===== config.mk =====
export PLATFORM = sky130hd
export DESIGN_NAME = booth_mul_scheduler
export DESIGN_NICKNAME = d
export VERILOG_FILES = /design/src/rtl/booth_pkg.sv /design/src/rtl/booth_pp_gen.sv /design/src/rtl/booth_mul_scheduler.sv
export SDC_FILE = /design/constraint.sdc
export NUM_CORES = 1
export LEC_CHECK = 0
export CORE_ASPECT_RATIO = 1.25
export CORE_MARGIN = 2
export CORE_UTILIZATION = 55
export CTS_CLUSTER_DIAMETER = 150
export DETAILED_ROUTE_END_ITERATION = 12
export PLACE_DENSITY = 0.9
export SYNTH_ARGS = -nofsm -noshare
export SYNTH_HDL_FRONTEND = slang
export SYNTH_SLANG_ARGS = --single-unit

===== constraint.sdc =====
create_clock -name clock -period 4.4 [get_ports clock]
set_clock_uncertainty 0.2 [all_clocks]
set_input_delay 0.88 -clock clock [delete_from_list [all_inputs] [get_ports clock]]
set_output_delay 0.88 -clock clock [all_outputs]
set_load 0.05 [all_outputs]

===== src/rtl/booth_pkg.sv =====
// Shared types for the radix-4 Booth multiplier scheduler: FSM states,
// Booth digit operations and the triplet decoder.
package booth_pkg;

  typedef enum logic [1:0] {
    IDLE = 2'd0,
    RUN  = 2'd1,
    DONE = 2'd2
  } state_t;

  typedef enum logic [2:0] {
    ZERO = 3'd0,
    POS1 = 3'd1,
    POS2 = 3'd2,
    NEG1 = 3'd3,
    NEG2 = 3'd4
  } booth_op_t;

  // Triplet is {b[2k+1], b[2k], b[2k-1]}.
  function automatic booth_op_t booth_decode(input logic [2:0] triplet);
    booth_op_t op;
    case (triplet)
      3'b001, 3'b010: op = POS1;
      3'b011:         op = POS2;
      3'b100:         op = NEG2;
      3'b101, 3'b110: op = NEG1;
      default:        op = ZERO;
    endcase
    return op;
  endfunction

endpackage


===== src/rtl/booth_pp_gen.sv =====
// Combinational Booth partial-product generator: sign-extended, unshifted
// multiple of a selected by one radix-4 triplet.
module booth_pp_gen
  import booth_pkg::*;
#(
  parameter int WIDTH = 8
) (
  input  logic [WIDTH-1:0]   a,
  input  logic [2:0]         triplet,
  output logic [2*WIDTH-1:0] pp
);

  logic [2*WIDTH-1:0] a_ext;

  always_comb begin
    a_ext = {{WIDTH{a[WIDTH-1]}}, a};
    pp    = '0;
    case (booth_decode(triplet))
      POS1:    pp = a_ext;
      POS2:    pp = a_ext << 1;
      NEG1:    pp = -a_ext;
      NEG2:    pp = -(a_ext << 1);
      default: pp = '0;
    endcase
  end

endmodule


===== src/rtl/booth_mul_scheduler.sv =====
// Two-requester round-robin front end sharing one sequential radix-4 Booth
// multiplier; one Booth digit retired per clock, results tagged by requester.
module booth_mul_scheduler
  import booth_pkg::*;
#(
  parameter int WIDTH = 8
) (
  input  logic               clock,
  input  logic               reset,
  input  logic               req0_valid,
  output logic               req0_ready,
  input  logic [WIDTH-1:0]   req0_a,
  input  logic [WIDTH-1:0]   req0_b,
  input  logic               req1_valid,
  output logic               req1_ready,
  input  logic [WIDTH-1:0]   req1_a,
  input  logic [WIDTH-1:0]   req1_b,
  output logic               rsp_valid,
  input  logic               rsp_ready,
  output logic               rsp_id,
  output logic [2*WIDTH-1:0] rsp_p,
  output logic [1:0]         fsm_state
);

  // Handshakes: a transfer happens on a rising edge where valid && ready are
  // both high; requesters hold valid and operands until ready, and the
  // response holds rsp_valid/rsp_id/rsp_p until rsp_ready.

  localparam int DIGITS = WIDTH / 2;
  localparam int CW     = (DIGITS > 1) ? $clog2(DIGITS) : 1;

  state_t             state;
  logic               last_grant;
  logic               grant;
  logic               accept;
  logic               id_q;
  logic [WIDTH-1:0]   a_q;
  logic [WIDTH:0]     b_sh;
  logic [2*WIDTH-1:0] acc;
  logic [2*WIDTH-1:0] pp;
  logic [2*WIDTH-1:0] pp_shift;
  logic [CW-1:0]      cnt;

  // On a tie the requester that did not win last time is preferred.
  always_comb begin
    if (req0_valid && req1_valid) grant = ~last_grant;
    else                          grant = req1_valid;
  end

  assign req0_ready = !reset && (state == IDLE) && req0_valid && !grant;
  assign req1_ready = !reset && (state == IDLE) && req1_valid && grant;
  assign accept     = req0_ready | req1_ready;
  assign fsm_state  = state;

  // b_sh[2:0] always holds the current triplet; the appended 0 is b[-1].
  booth_pp_gen #(.WIDTH(WIDTH)) u_pp_gen (
    .a       (a_q),
    .triplet (b_sh[2:0]),
    .pp      (pp)
  );

  assign pp_shift = pp << {cnt, 1'b0};

  always_ff @(posedge clock) begin
    if (reset) begin
      state      <= IDLE;
      last_grant <= 1'b1;
      rsp_valid  <= 1'b0;
      rsp_id     <= 1'b0;
      rsp_p      <= '0;
      acc        <= '0;
      cnt        <= '0;
      id_q       <= 1'b0;
      a_q        <= '0;
      b_sh       <= '0;
    end else begin
      case (state)
        IDLE: begin
          if (accept) begin
            a_q        <= grant ? req1_a : req0_a;
            b_sh       <= {(grant ? req1_b : req0_b), 1'b0};
            id_q       <= grant;
            last_grant <= grant;
            acc        <= '0;
            cnt        <= '0;
            state      <= RUN;
          end
        end
        RUN: begin
          acc  <= acc + pp_shift;
          b_sh <= b_sh >> 2;
          cnt  <= cnt + 1'b1;
          if (cnt == CW'(DIGITS - 1)) begin
            rsp_valid <= 1'b1;
            rsp_p     <= acc + pp_shift;
            rsp_id    <= id_q;
            state     <= DONE;
          end
        end
        DONE: begin
          if (rsp_ready) begin
            rsp_valid <= 1'b0;
            state     <= IDLE;
          end
        end
        default: state <= IDLE;
      endcase
    end
  end

endmodule


==> run_results.csv, run 1 <==
group,metric,value,unit
timing,finalMaxSlewViolations,0,
routing,vias_per_cell,6.24,
critical_path,crit_family,"compound AO/OA/AOI/OAI gates",
yosys,yosys-top-cells-area,"dfxtp_1, nand2_1, a21oi_1, mux2i_1, ha_1",
clocking,cts_tree,"yes",
critical_path,cp-end-kind,"flop",
clocking,post_cts_resize_count,0,
placed_design,gp_congestion,0.995,
layout,layout-drive-gt1-share,8.41,%
routing,m1WireLength,4530,µm
global_route,grt.total_usage,28.7,%
global_route,antenna_found_initial,0,
global_route,gr-total-overflow,0,
power,power.leakage,1.85,nW
critical_path,required,4480,ps
power,ir_worst_vdd,0.000364,V
yosys,synth_top_area_share,28.2,%
clocking,cts.reportedPaths.clkPinSlew,80,ps
run,drv_cap,0,
yosys,syn_area_per_cell,7.74,µm²
routing,topRoutingLayerUsed,"met4",
yosys,syn-cell-area,0.00404,mm²
layout,diodes,0,
critical_path,critPathBufInv,0,
critical_path,startpoint,"b_sh[0]",
yosys,post-synth-top-count-cell,"nand2_1",
floorplan,io_pins,59,
clocking,clk_latency,360,ps
min_path,hold_path_startpoint,"b_sh[7]",
timing,tightest_slew,889,ps
critical_path,startpoint_type,"flop",
timing,max_freq,0.244,GHz
yosys,synth_edf_count,0,
placed_design,dpl.hpwl,7780,µm
timing,rsz0062_at_grt,"false",
timing,period_share,93.3,%
clocking,cts_made_buffers,9,
yosys,ys_seq_elements,57,
timing,setup_viol,0,
yosys,synthCells,522,
yosys,ys_seq_area_share,28.2,%
routing,wl_per_cell,16.5,µm
yosys,synth-async-reset-ratio,0,%
routing,drt_iter0_drc,217,
layout,syn2layout_area_growth,20.9,%
power,powerDensity,309,mW/mm²
yosys,synth_cell_type_count,71,
floorplan,die_w,80.7,µm
global_route,grt_max_degree,71,
critical_path,cp_max_fo,18,
critical_path,crit_type,"reg -> reg",
global_route,grt_pass1_vias,4059,
timing,hold_ws,255,ps
yosys,yosys.area.top_type,"dfxtp_1",
min_path,hp-class,"reg -> reg",
clocking,clock-sinks,57,
outcome,status,"finished, final reports clean",
yosys,synth_warnings,0,
routing,drc_errors,0,
layout,finalNonFillerCells,661,
placed_design,port_buffers,58,
floorplan,core_region_area,0.00706,mm²
timing,hold_violations,0,
clocking,cts_root_buf,"clkbuf_8",
critical_path,crit_arrival,4190,ps
routing,wirelength,10900,µm
yosys,synth-main-ff-cell,"dfxtp_1",
critical_path,crit_path_top_delay_cell,"dfxtp_1",
floorplan,die_area,0.00806,mm²
routing,firstDrtPassIters,5,
routing,drtAntennaViolNets,0,
routing,dr_wl_met3,617,µm
layout,nNetsFinal,623,
routing,dr_wl_met2,5440,µm
clocking,cts.path.max_buffers,2,
critical_path,cp_cell_sequence,"nor2_1 > a211o_1 > a21oi_1 > a211oi_1 > or2_2 > o22ai_1 > ha_1 > a21oi_1 > o21ai_0 > a211o_1 > a21oi_1 > xnor3_1 > o21ai_1",
timing,max-slew-margin-rel,40.6,%
critical_path,crit_top_cell,"a21oi_1",
critical_path,critical_path.max_stage_delay,740,ps
yosys,synth_nets,579,
routing,vias,4122,
global_route,grt_pass1_wl,18400,µm
clocking,post_cts_buffers,0,
clocking,cts_hold_buffers,0,
clocking,cts.htree.levels,3,
placed_design,dp_cells,645,
yosys,synthTopCellsByCount,"nand2_1, dfxtp_1, a21oi_1, nor2_1, clkbuf_1",
floorplan,initial_core_util,57.2,%
timing,final.min_clock_period,4100,ps
timing,finalSetupTns,0,ps
critical_path,timing.rr.start,"b_sh[0]",
floorplan,die-height,99.9,µm
floorplan,row_count,34,
[power breakdown]
part           switching, mW  leakage, nW  internal, mW  total, mW
Combinational          0.243         1.29         0.190      0.432
Sequential            0.0401        0.464         0.541      0.581
Clock                  0.232       0.0929         0.263      0.495
[tightest hold or removal path, cell delays in order, from the launching register on]
cell     delay [ps]
dfxtp_1         310
nand2_1          50
a21oi_1          50
[layout make-up]
type / count / area [µm²]
Multi-Input combinational cell: 410 / 2700
Fill cell: 587 / 2180
Sequential cell: 57 / 1140
Timing Repair Buffer: 71 / 673
Clock buffer: 10 / 128
Tap cell: 90 / 113
Clock inverter: 6 / 67.6
Inverter: 17 / 63.8
[path summary, 6_finish.rpt]
| path | to | slack, ps | depth (start not counted) |
|---|---|---|---|
| setup / recovery | acc[15] | 300 | 13 |
| hold / removal | b_sh[5] | 260 | 2 |
| setup reg to reg | acc[15] | 300 | 13 |
| hold reg to reg | b_sh[5] | 260 | 2 |
[layer usage]
metal	up-vias	global-route usage (%)
met5	-	0
met4	0	12.1
met3	33	6.38
met2	148	49.0
met1	1949	34.5
li1	1992	-
[flip-flops by register name, indices dropped and copies added, names as in the netlist]
name and cells:
cnt 2, acc 16, rsp_p 16, last_grant 1
rsp_id 1, rsp_valid 1, a_q 8, id_q 1
fsm_state 2, b_sh 9
[cell usage in the layout, fill, tap and decap left out, types with 17 or more instances in the layout]
master,instances
nand2_1,70
nor2_1,34
o21ai_0,17
a21oi_1,51
ha_1,19
dfxtp_1,57
clkdlybuf4s50_1,57
inv_1,17
nand3_1,19
mux2i_1,25
[metrics by stage]
stage / area, µm² / util [%] / total power [mW] / worst slack, ps
floorplan: 4040 / - / 0.888 / 658
global placement: 4670 / 66.2 / 0.996 / 415
detailed placement: 4670 / 66.2 / 1.01 / 143
CTS: 4870 / 68.9 / 1.50 / 111
global route: 4890 / 69.2 / 1.58 / 0.455
finish: 4890 / 69.2 / 1.51 / 295
[cell families after synthesis]
group                      count (synthesis)  synth area share, %
and+or+nand+nor                          190                 23.5
AOI/OAI and AO/OA                        159                 26.0
DFF                                       57                 28.2
buffers and inverters                     55                 5.51
muxes                                     27                 7.03
adders and majority gates                 20                 6.38
xor gates and xnor gates                  14                 3.37
(Power assumes the default switching activity.)
==> inputs of run 2 (changes only) <==
- SYNTH_HIERARCHICAL: unset -> 1
==> run 2 against run 1 <==
Synthesized area grew 0.74%; sequential share of layout area is 0.55 points lower; maximum frequency is 2.7% lower; final cell count down 2.1%; first-iteration DRC count up 120%; utilization decreased by 0.27 points; synthesized cell count shrank 4.0%; final area grew 2.5%; largest power group unchanged.
==> run_results.csv, run 2 <==
group,metric,value,unit
placed_design,pre_cts_ws,83.4,ps
timing,max-slew-margin-rel,49.6,%
routing,drtAntennaViolNets,0,
yosys,syn-cell-area,0.00407,mm²
floorplan,core_region_area,0.00727,mm²
global_route,gr-usage-met3,5.31,%
layout,layout_commonest_cell,"clkdlybuf4s50_1",
yosys,synth_edf_count,0,
floorplan,row_count,35,
global_route,grt_use_met2,48.6,%
power,powerDensity,323,mW/mm²
placed_design,dp_cells,630,
layout,layout_common_cells,"clkdlybuf4s50_1, dfxtp_1, nor2_1, a21oi_1, nand2_1",
yosys,ys_seq_elements,57,
routing,vias_per_cell,6.41,
clocking,cts_root_buf,"clkbuf_8",
placed_design,port_buffers,58,
yosys,yosys.area.top_type,"dfxtp_1",
floorplan,die_w,81.0,µm
min_path,hp-class,"reg -> reg",
global_route,grt_pass1_vias,3953,
placed_design,dpl.hpwl,8180,µm
timing,setup_viol,0,
global_route,grt_util_met1,37.8,%
timing,max_freq,0.237,GHz
layout,diodes,0,
layout,layout-drive-gt1-share,12.8,%
routing,drt_iter0_drc,482,
outcome,status,"finished, final reports clean",
timing,tightest_slew,754,ps
yosys,synth_top_area_share,28.0,%
critical_path,crit_arrival,4300,ps
clocking,cts.htree.levels,3,
clocking,cts_made_buffers,9,
power,total_power,1.62,mW
global_route,grt.total_usage,29.4,%
yosys,synth_nets,557,
clocking,cts_hold_buffers,0,
power,power.leakage,1.88,nW
placed_design,place_area,0.00472,mm²
timing,setup_slack,181,ps
global_route,grt-busiest-layer,"met2",
layout,fin_area,0.00501,mm²
routing,firstDrtPassIters,6,
floorplan,initial_core_util,56.0,%
yosys,yosys-top-cells-area,"dfxtp_1, mux2i_1, ha_1, a21oi_1, nor2_1",
global_route,grt_pass1_wl,19000,µm
yosys,synth-async-reset-ratio,0,%
layout,fin_util,68.9,%
timing,hold_violations,0,
layout,syn2layout_area_growth,23.0,%
clocking,cts.reportedPaths.clkPinSlew,70,ps
yosys,ys_seq_area_share,28.0,%
timing,period_share,95.9,%
floorplan,die-height,100,µm
yosys,synth_warnings,6,
placed_design,gp_congestion,0.920,
critical_path,startpoint_type,"flop",
layout,top_regs,"acc: 16 flops, rsp_p: 16 flops, b_sh: 9 flops",
clocking,clock-sinks,57,
critical_path,cp-end-kind,"flop",
timing,hold_ws,257,ps
floorplan,die_area,0.00811,mm²
critical_path,required,4480,ps
yosys,synth-main-ff-cell,"dfxtp_1",
routing,wl_per_cell,17.8,µm
run,drv_cap,0,
clocking,cts_tree,"yes",
layout,finalNonFillerCells,647,
routing,vias,4148,
yosys,synthTopCellsByCount,"dfxtp_1, nor2_1, a21oi_1, nand2_1, mux2i_1",
timing,finalSetupTns,0,ps
clocking,cts.path.max_buffers,2,
floorplan,io_pins,59,
yosys,syn_area_per_cell,8.13,µm²
power,ir_worst_vdd,0.000245,V
timing,final.min_clock_period,4220,ps
clocking,clk_latency,350,ps
yosys,synth_cell_type_count,71,
critical_path,crit_type,"reg -> reg",
yosys,post-synth-top-count-cell,"dfxtp_1",
global_route,antenna_found_initial,0,
yosys,synthCells,501,
global_route,gr-total-overflow,0,
layout,nNetsFinal,606,
global_route,grt_max_degree,61,
routing,wirelength,11500,µm
critical_path,cp_max_fo,9,
timing,finalMaxSlewViolations,0,
routing,drc_errors,0,
[run 2: changes by cell type after synthesis, moves of 6 or more]
cell	previous run	this run
a22o_1	0	6
o211ai_1	12	2
a21oi_1	52	44
nor2_1	34	49
a22oi_1	1	13
nand2_1	70	40
clkbuf_1	27	19
[run 2: metal layers]
layer	vias to the layer above	part of all wire (%)
met3	53	5.6
met4	0	3.4
met2	208	50
met1	1925	41
li1	1962	-
met5	-	0
[run 2: logic make-up (layout without fill, tap and decap cells)]
group / count (synthesis) / after routing / synth area share (%)
muxes: 34 / 34 / 9.68
buffers and inverters: 52 / 106 / 5.44
DFF: 57 / 57 / 28.0
and+or+nand+nor: 159 / 159 / 19.1
xor gates and xnor gates: 18 / 18 / 3.87
AOI/OAI and AO/OA: 162 / 162 / 27.8
adders and majority gates: 19 / 19 / 6.02
[run 2: critical path, cell delays in order, from the launching register on]
cell and delay [ps]:
dfxtp_1 420, or4_4 580, o21ai_0 370, nand3_1 170
a31oi_2 350, nor2b_1 180, a211oi_1 70, a21oi_1 220
ha_1 320, o21a_1 140, o21ai_0 280, a211oi_2 130
o21a_1 240, or3_1 300, o211ai_1 160
[run 2: where the power goes]
| group | internal [mW] | switching (mW) | total (mW) | leakage [nW] |
|---|---|---|---|---|
| logic | 0.203 | 0.266 | 0.469 | 1.30 |
| clock network | 0.336 | 0.234 | 0.570 | 0.113 |
| registers | 0.541 | 0.0408 | 0.582 | 0.464 |
[run 2: what timing repair did]
action / CTS / global route
endpoints found under the hold margin: 0 / 0
buffers inserted: 0 / 1
gates resized for setup: 0 / 15
setup endpoints to repair: 0 / 15
[run 2: area by class of cell]
cell class | instances | area, µm²
multi-input cells | 392 | 2770
fillers | 590 | 2260
flip-flops and latches | 57 | 1140
repair buffers | 74 | 696
clock buffers | 10 | 138
well taps | 92 | 115
clock inverters | 6 | 90.1
inverters | 16 | 60.1
[run 2: path summary, 6_finish.rpt]
kind	start	cells past startpoint	to	slack (ps)
setup / recovery	a_q[2]	14	acc[15]	180
hold / removal	rsp_p[10]	2	rsp_p[10]	260
hold reg to reg	rsp_p[10]	2	rsp_p[10]	260
setup reg to reg	a_q[2]	14	acc[15]	180
==> inputs of run 3 (changes only) <==
- CORE_MARGIN: 2 -> unset
==> run 3 against run 2 <==
Register-to-register slack is essentially flat; sequential share of layout area grew 0.30 points; first-iteration DRC count shrank 48%; worst hold slack gained 4.1 ps; die area shrank 4.4%; combinational power shrank 1%; power shrank 5.6%; via count shrank 0.80%; maximum frequency grew 0.12%; final area shrank 1.4%; critical path type unchanged.
==> run_results.csv, run 3 (synthesis results as in run 2) <==
group,metric,value,unit
power,powerDensity,310,mW/mm²
power,ir_worst_vdd,0.000248,V
global_route,gr-total-overflow,0,
placed_design,gp_congestion,0.942,
min_path,hp-class,"reg -> reg",
timing,max_freq,0.237,GHz
layout,nNetsFinal,604,
critical_path,cp_max_fo,10,
floorplan,io_pins,59,
routing,firstDrtPassIters,8,
global_route,antenna_found_initial,0,
outcome,status,"finished, final reports clean",
clocking,cts.reportedPaths.clkPinSlew,70,ps
critical_path,crit_type,"reg -> reg",
critical_path,required,4460,ps
floorplan,core_region_area,0.00706,mm²
power,total_power,1.53,mW
floorplan,die-height,98.2,µm
timing,period_share,95.8,%
routing,wirelength,11100,µm
routing,drt_iter0_drc,250,
global_route,grt_pass1_wl,18400,µm
run,drv_cap,0,
timing,setup_viol,0,
layout,layout_common_cells,"dfxtp_1, clkdlybuf4s50_1, nor2_1, a21oi_1, nand2_1",
timing,max-slew-margin-rel,18.0,%
clocking,clk_latency,340,ps
timing,finalMaxSlewViolations,0,
placed_design,place_area,0.00471,mm²
clocking,cts.path.max_buffers,2,
power,power.leakage,1.85,nW
timing,rsz0062_at_grt,"true",
clocking,cts_tree,"yes",
global_route,grt.total_usage,29.7,%
global_route,grt_max_degree,61,
global_route,grt_pass1_vias,4019,
clocking,cts_made_buffers,9,
clocking,cts_root_buf,"clkbuf_8",
critical_path,crit_arrival,4270,ps
floorplan,die_area,0.00776,mm²
routing,vias_per_cell,6.41,
floorplan,initial_core_util,57.7,%
layout,layout-drive-gt1-share,11.4,%
critical_path,cp-end-kind,"flop",
clocking,clock-sinks,57,
routing,vias,4115,
clocking,cts.htree.levels,3,
timing,tightest_slew,1230,ps
routing,wl_per_cell,17.3,µm
layout,top_regs,"acc: 16 flops, rsp_p: 16 flops, b_sh: 9 flops",
floorplan,row_count,34,
floorplan,die_w,79.0,µm
placed_design,dpl.hpwl,7960,µm
routing,drc_errors,0,
timing,final.min_clock_period,4210,ps
clocking,post_cts_buffers,0,
layout,diodes,0,
layout,fin_area,0.00494,mm²
routing,drtAntennaViolNets,0,
layout,fillers,540,
placed_design,port_buffers,58,
layout,syn2layout_area_growth,21.3,%
timing,hold_violations,0,
critical_path,startpoint_type,"flop",
-- run 3: final timing paths --
check / slack (ps) / end / startpoint / cells past startpoint
worst max register to register: 190 / acc[15] / a_q[2] / 12
worst max-delay path: 190 / acc[15] / a_q[2] / 12
worst min-delay path: 260 / rsp_p[5] / rsp_p[5] / 2
worst min register to register: 260 / rsp_p[5] / rsp_p[5] / 2
-- run 3: layer usage --
layer | up-vias | GRT usage [%] | wire length (µm)
li1 | 1957 | - | -
met1 | 1929 | 35.7 | 4550
met2 | 188 | 50.1 | 5420
met3 | 41 | 5.23 | 703
met4 | 0 | 15.2 | 425
met5 | - | 0 | 0
-- run 3: power by group --
part	total (mW)	internal (mW)	switching (mW)
clock	0.488	0.272	0.216
sequential	0.578	0.541	0.0374
combinational	0.463	0.200	0.262
total	1.53	1.01	0.516
-- run 3: final cells by class --
class / instances / area, µm² / share of cell area, %
inverters: 16 / 60.1 / 1.22
clock inverters: 5 / 56.3 / 1.14
repair buffers: 72 / 681 / 13.8
clock buffers: 10 / 138 / 2.79
well taps: 90 / 113 / 2.28
multi-input cells: 392 / 2750 / 55.7
flip-flops and latches: 57 / 1140 / 23.1
-- run 3: timing repair --
item / in CTS / in global routing
hold buffers: 0 / 0
resized for setup: 0 / 7
setup endpoints to repair: 0 / 10
-- run 3: critical path, cell delays in order (launching register included) --
cell,delay (ps)
dfxtp_1,420
or4_4,570
or3_4,360
nand3_1,120
a31oi_2,150
mux4_2,520
ha_1,430
a21oi_2,230
o21bai_1,80
a211o_1,320
o21a_1,200
or3_1,320
o211ai_1,200
-- run 3: metrics by stage --
stage          cells  hold WS (ps)  util [%]  setup WS [ps]  setup TNS (ps)
2_1_floorplan    501           232         -            576               0
3_3_place_gp     627           245      66.8            312               0
3_5_place_dp     627           249      66.8            133               0
4_1_cts          642           260      69.5           76.0               0
5_1_grt          642           282      70.0          -11.0           -11.0
6_report         642           261      70.0            187               0
